==> config.mk <==
export PLATFORM = sky130hd
export DESIGN_NAME = range_sequencer
export DESIGN_NICKNAME = d
export VERILOG_FILES = /design/src/rtl/range_sequencer.sv
export SDC_FILE = /design/constraint.sdc
export NUM_CORES = 1
export LEC_CHECK = 0
export ABC_AREA = 1
export CORE_ASPECT_RATIO = 1.5
export CORE_UTILIZATION = 40
export DETAILED_ROUTE_END_ITERATION = 7
export SLEW_MARGIN = 10
export SYNTH_ARGS = -nofsm -noshare
export SYNTH_HDL_FRONTEND = slang
export SYNTH_SLANG_ARGS = --single-unit
==> constraint.sdc <==
create_clock -name clock -period 2.4 [get_ports clock]
set_input_delay 0.6 -clock clock [delete_from_list [all_inputs] [get_ports clock]]
set_output_delay 0.6 -clock clock [all_outputs]
set_load 0.02 [all_outputs]
==> src/rtl/range_sequencer.sv <==
// rtl/range_sequencer.sv - buffers sample sequences and drives go/finish strobes into an external range finder.
// The finder's combinational range is captured as the result when the final sample is presented.
module range_sequencer #(
  parameter int WIDTH = 16,
  parameter int DEPTH = 8
) (
  input  logic             clock,
  input  logic             reset,
  input  logic [WIDTH-1:0] in_data,
  input  logic             in_last,
  input  logic             in_valid,
  output logic             in_ready,
  output logic [WIDTH-1:0] out_data,
  output logic             out_go,
  output logic             out_finish,
  input  logic [WIDTH-1:0] range_in,
  output logic [WIDTH-1:0] result,
  output logic             result_valid,
  output logic             busy
);

  localparam int AW = $clog2(DEPTH);

  typedef enum logic [1:0] {IDLE, STREAM, SINGLE} state_t;

  state_t           state, state_next;
  logic [WIDTH:0]   mem [DEPTH];
  logic [AW-1:0]    wr_ptr, rd_ptr;
  logic [AW:0]      count;
  logic             full, empty, push, pop;
  logic [WIDTH-1:0] head_data;
  logic             head_last;
  logic [WIDTH-1:0] out_data_next;
  logic             out_go_next, out_finish_next;

  assign full      = (count == (AW+1)'(DEPTH));
  assign empty     = (count == '0);
  assign in_ready  = !full;
  assign push      = in_valid && !full;
  assign head_data = mem[rd_ptr][WIDTH:1];
  assign head_last = mem[rd_ptr][0];
  assign busy      = (state != IDLE);

  // Storage is unreset: an entry is only visible once count says so, one edge after its write.
  always_ff @(posedge clock) begin
    if (push) mem[wr_ptr] <= {in_data, in_last};
  end

  always_ff @(posedge clock or posedge reset) begin
    if (reset) begin
      wr_ptr <= '0;
      rd_ptr <= '0;
      count  <= '0;
    end else begin
      if (push) wr_ptr <= wr_ptr + AW'(1);
      if (pop)  rd_ptr <= rd_ptr + AW'(1);
      case ({push, pop})
        2'b10:   count <= count + (AW+1)'(1);
        2'b01:   count <= count - (AW+1)'(1);
        default: count <= count;
      endcase
    end
  end

  always_comb begin
    state_next      = state;
    pop             = 1'b0;
    out_data_next   = out_data;
    out_go_next     = 1'b0;
    out_finish_next = 1'b0;
    case (state)
      IDLE: begin
        if (!empty) begin
          pop           = 1'b1;
          out_data_next = head_data;
          out_go_next   = 1'b1;
          state_next    = head_last ? SINGLE : STREAM;
        end
      end
      STREAM: begin
        // An empty FIFO just repeats the held sample, which leaves min/max untouched.
        if (!empty) begin
          pop           = 1'b1;
          out_data_next = head_data;
          if (head_last) begin
            out_finish_next = 1'b1;
            state_next      = IDLE;
          end
        end
      end
      SINGLE: begin
        out_finish_next = 1'b1;
        state_next      = IDLE;
      end
      default: state_next = IDLE;
    endcase
  end

  always_ff @(posedge clock or posedge reset) begin
    if (reset) begin
      state        <= IDLE;
      out_data     <= '0;
      out_go       <= 1'b0;
      out_finish   <= 1'b0;
      result       <= '0;
      result_valid <= 1'b0;
    end else begin
      state        <= state_next;
      out_data     <= out_data_next;
      out_go       <= out_go_next;
      out_finish   <= out_finish_next;
      result_valid <= out_finish;
      if (out_finish) result <= range_in;
    end
  end

endmodule

==> impl_metrics.tcl <==
set metrics [dict create \
    status "finished, final reports clean" \
    fin_worst_skew_ns 0.0108 \
    routed_wirelength_mm 15.9 \
    worst_ir_drop_on_vdd_mv 0.485 \
    max-cap-violations 0 \
    grt_start_max_net_pins 71 \
    numClockSinks 183 \
    first_iter_violations 249 \
    syn-mean-instance-area_um2 12.6 \
    relSlewSlack_pct 54.6 \
    cp_data_arrival_time_ns 1.71 \
    die_area_um2 19000 \
    synthFlopType "edfxtp_1" \
    worstSetupEndpointType "primary output" \
    core_region_area_um2 18000 \
    grt_first_pass_wirelength_mm 25.4 \
    ys_warn_count 0 \
    globalRouteTotalUtil_pct 17.7 \
    drtPass1Iterations 5 \
    crit_fanout 5 \
    via_count 4612 \
    diodes 0 \
    grt_antenna_before_repair 0 \
    die-height_um 168 \
    postSynthCellCount 584 \
    drtAntennaViolNets 0 \
    avgViaCountPerCell 5.16 \
    place.port_buffers 72 \
    finalSetupViolations 0 \
    tightestPinTransition_ns 0.681 \
    power_w 0.0121 \
    asr_flop_ratio_synth_pct 25.7 \
    synthToLayoutAreaGrowth_pct 22.7 \
    global_route.overflow_total 0 \
    htree_levels 4 \
    synthesis.nets 628 \
    clock-root-buffer "clkbuf_16" \
    yosysSeqAreaShare_pct 71.4 \
    timing.setup.tns_ns 0 \
    clock_transition_at_the_register_clock_pins_on_the_worst_setup_and_hold_paths_after_cts_ns 0.08 \
    ios 73 \
    yosysUniqueCellTypes 28 \
    drcViolationCount 0 \
    start_util_pct 40.9 \
    globalplace.congestion 0.779 \
    synth_seq_cells 183 \
    first_global_vias 4835 \
    fin_cells 893 \
    worstSkewPairLatency_ns 0.43 \
    floorplan.die.width_um 113 \
    layout.nets 707 \
    cp_data_required_time_ns 1.80 \
    startpoint_type "register" \
    detail_route.wl_per_cell_um 17.8 \
    final.period_utilization_pct 96.1 \
    placed_cells_incl_taps 861 \
    mappedNetlistArea_um2 7370 \
    maximum_operating_frequency_ghz 0.434 \
    cts_tree "done" \
    hp-class "primary input to async pin" \
    detailedPlacementHpwl_mm 10.6 \
    cts_setup_buffers 0 \
    finalHoldViolCount 0 \
    rsz_0062_raised_after_global_routing "false" \
    drive_above_1_share_pct 11.1 \
    crit_type "register to primary output" \
    number_of_buffers_between_clock_root_and_the_deepest_sink 2 \
    cellLeakagePower_nw 3.34 \
    drv_slew 0 \
    cts_inserted_buffers 17 \
    timing.final.crit_period_ns 2.31 \
    pwr_density_cell_nw_per_um2 1330 \
    placement_rows 60 \
    synth-edff-count 136 \
]
[metal layers]
metal  share of wire, %  global-route usage, %  up-vias
met5                  0                      0        -
met4                1.1                   5.28        0
met3                3.7                   3.67       12
met2                 52                   30.5      111
met1                 44                   22.3     2286
li1                   -                      -     2203
[power by group]
| group | internal [W] | switching, W | leakage [nW] |
|---|---|---|---|
| clock | 0.00152 | 0.00136 | 0.306 |
| sequential | 0.00419 | 0.000364 | 1.80 |
| combinational | 0.00181 | 0.00281 | 1.24 |
| total | 0.00752 | 0.00454 | 3.34 |
[critical path, stage by stage (launching register included)]
cell and delay [ns]:
dfrtp_1 0.45, nor2_2 0.16, nand3_1 0.11, clkdlybuf4s50_1 0.56
[cells in the mapped netlist, drive strengths merged (7+ instances only)]
master | instances | area (µm²)
edfxtp | 136 | 4080
nor2 | 108 | 415
nand2 | 75 | 284
o21ai | 68 | 340
dfrtp | 47 | 1180
o211ai | 32 | 240
nand3 | 27 | 135
inv | 24 | 92.6
buf | 23 | 181
mux2 | 16 | 180
ha | 8 | 100
clkbuf | 7 | 28.8
[logic make-up after synthesis]
family	Yosys count	synth area share [%]
adders and majority gates	8	1.36
buffers and inverters	54	4.11
AOI/OAI and AO/OA	103	8.27
xor gates and xnor gates	7	0.832
DFF	183	71.4
muxes	16	2.45
and+or+nand+nor	213	11.6
[worst paths after layout]
path / from / slack, ns / end / depth (start not counted)
max in group asynchronous: reset / 1.39 / out_data[7] / 3
min: reset / 0.47 / result[13] / 2
min in group clock: out_data[12] / 0.48 / out_data[12] / 2
max reg2reg: state[1] / 0.29 / count[2] / 10
min reg2reg: out_data[12] / 0.48 / out_data[12] / 2
max: count[0] / 0.09 / in_ready / 3
[registers in the layout (all words and copies together), names as in the netlist]
register / count
result_valid: 1
out_go: 1
result: 16
out_finish: 1
rd_ptr: 3
out_data: 16
wr_ptr: 3
state: 2
mem: 136
count: 4
[cell usage in the layout, fill, tap and decap left out, drive strengths merged]
| cell type | netlist | layout |
|---|---|---|
| nand3 | 27 | 27 |
| xnor2 | 1 | 1 |
| o211ai | 32 | 32 |
| or2 | 1 | 1 |
| nand2 | 75 | 75 |
| o21ai | 68 | 68 |
| dfrtp | 47 | 47 |
| ha | 8 | 8 |
| buf | 23 | 18 |
| a21boi | 1 | 1 |
| clkinv | 0 | 8 |
| a21oi | 2 | 2 |
| edfxtp | 136 | 136 |
| xor2 | 6 | 6 |
| dlygate4sd2 | 0 | 1 |
| clkdlybuf4s50 | 0 | 71 |
| bufinv | 0 | 1 |
| nor2 | 108 | 108 |
| mux2 | 16 | 16 |
| inv | 24 | 30 |
| clkbuf | 7 | 17 |
| nand4 | 2 | 2 |
[timing repair]
item / 4_1_cts / 5_1_grt
endpoints found under the setup margin: 1 / 0
resized for setup: 1 / 0
hold buffers: 0 / 0
[metrics by stage]
stage	utilization (%)	setup slack (ns)	cell area [µm²]	hold WS, ns
finish	50.2	0.0940	9040	0.466
floorplan	-	0.155	7370	0.467
global placement	46.7	0.150	8410	0.463
CTS	50.2	0.0800	9040	0.470
detailed placement	46.7	0.0813	8410	0.465
global route	50.2	0.0218	9040	0.492
[final cells by class]
cell class | count | area, µm²
fill | 1579 | 8970
sequential | 183 | 5260
multi-input combinational | 347 | 1800
timing repair buffer | 90 | 980
clock buffer | 17 | 425
tap | 217 | 272
clock inverter | 15 | 208
inverter | 24 | 92.6
Power figures use the tool's default switching activity.
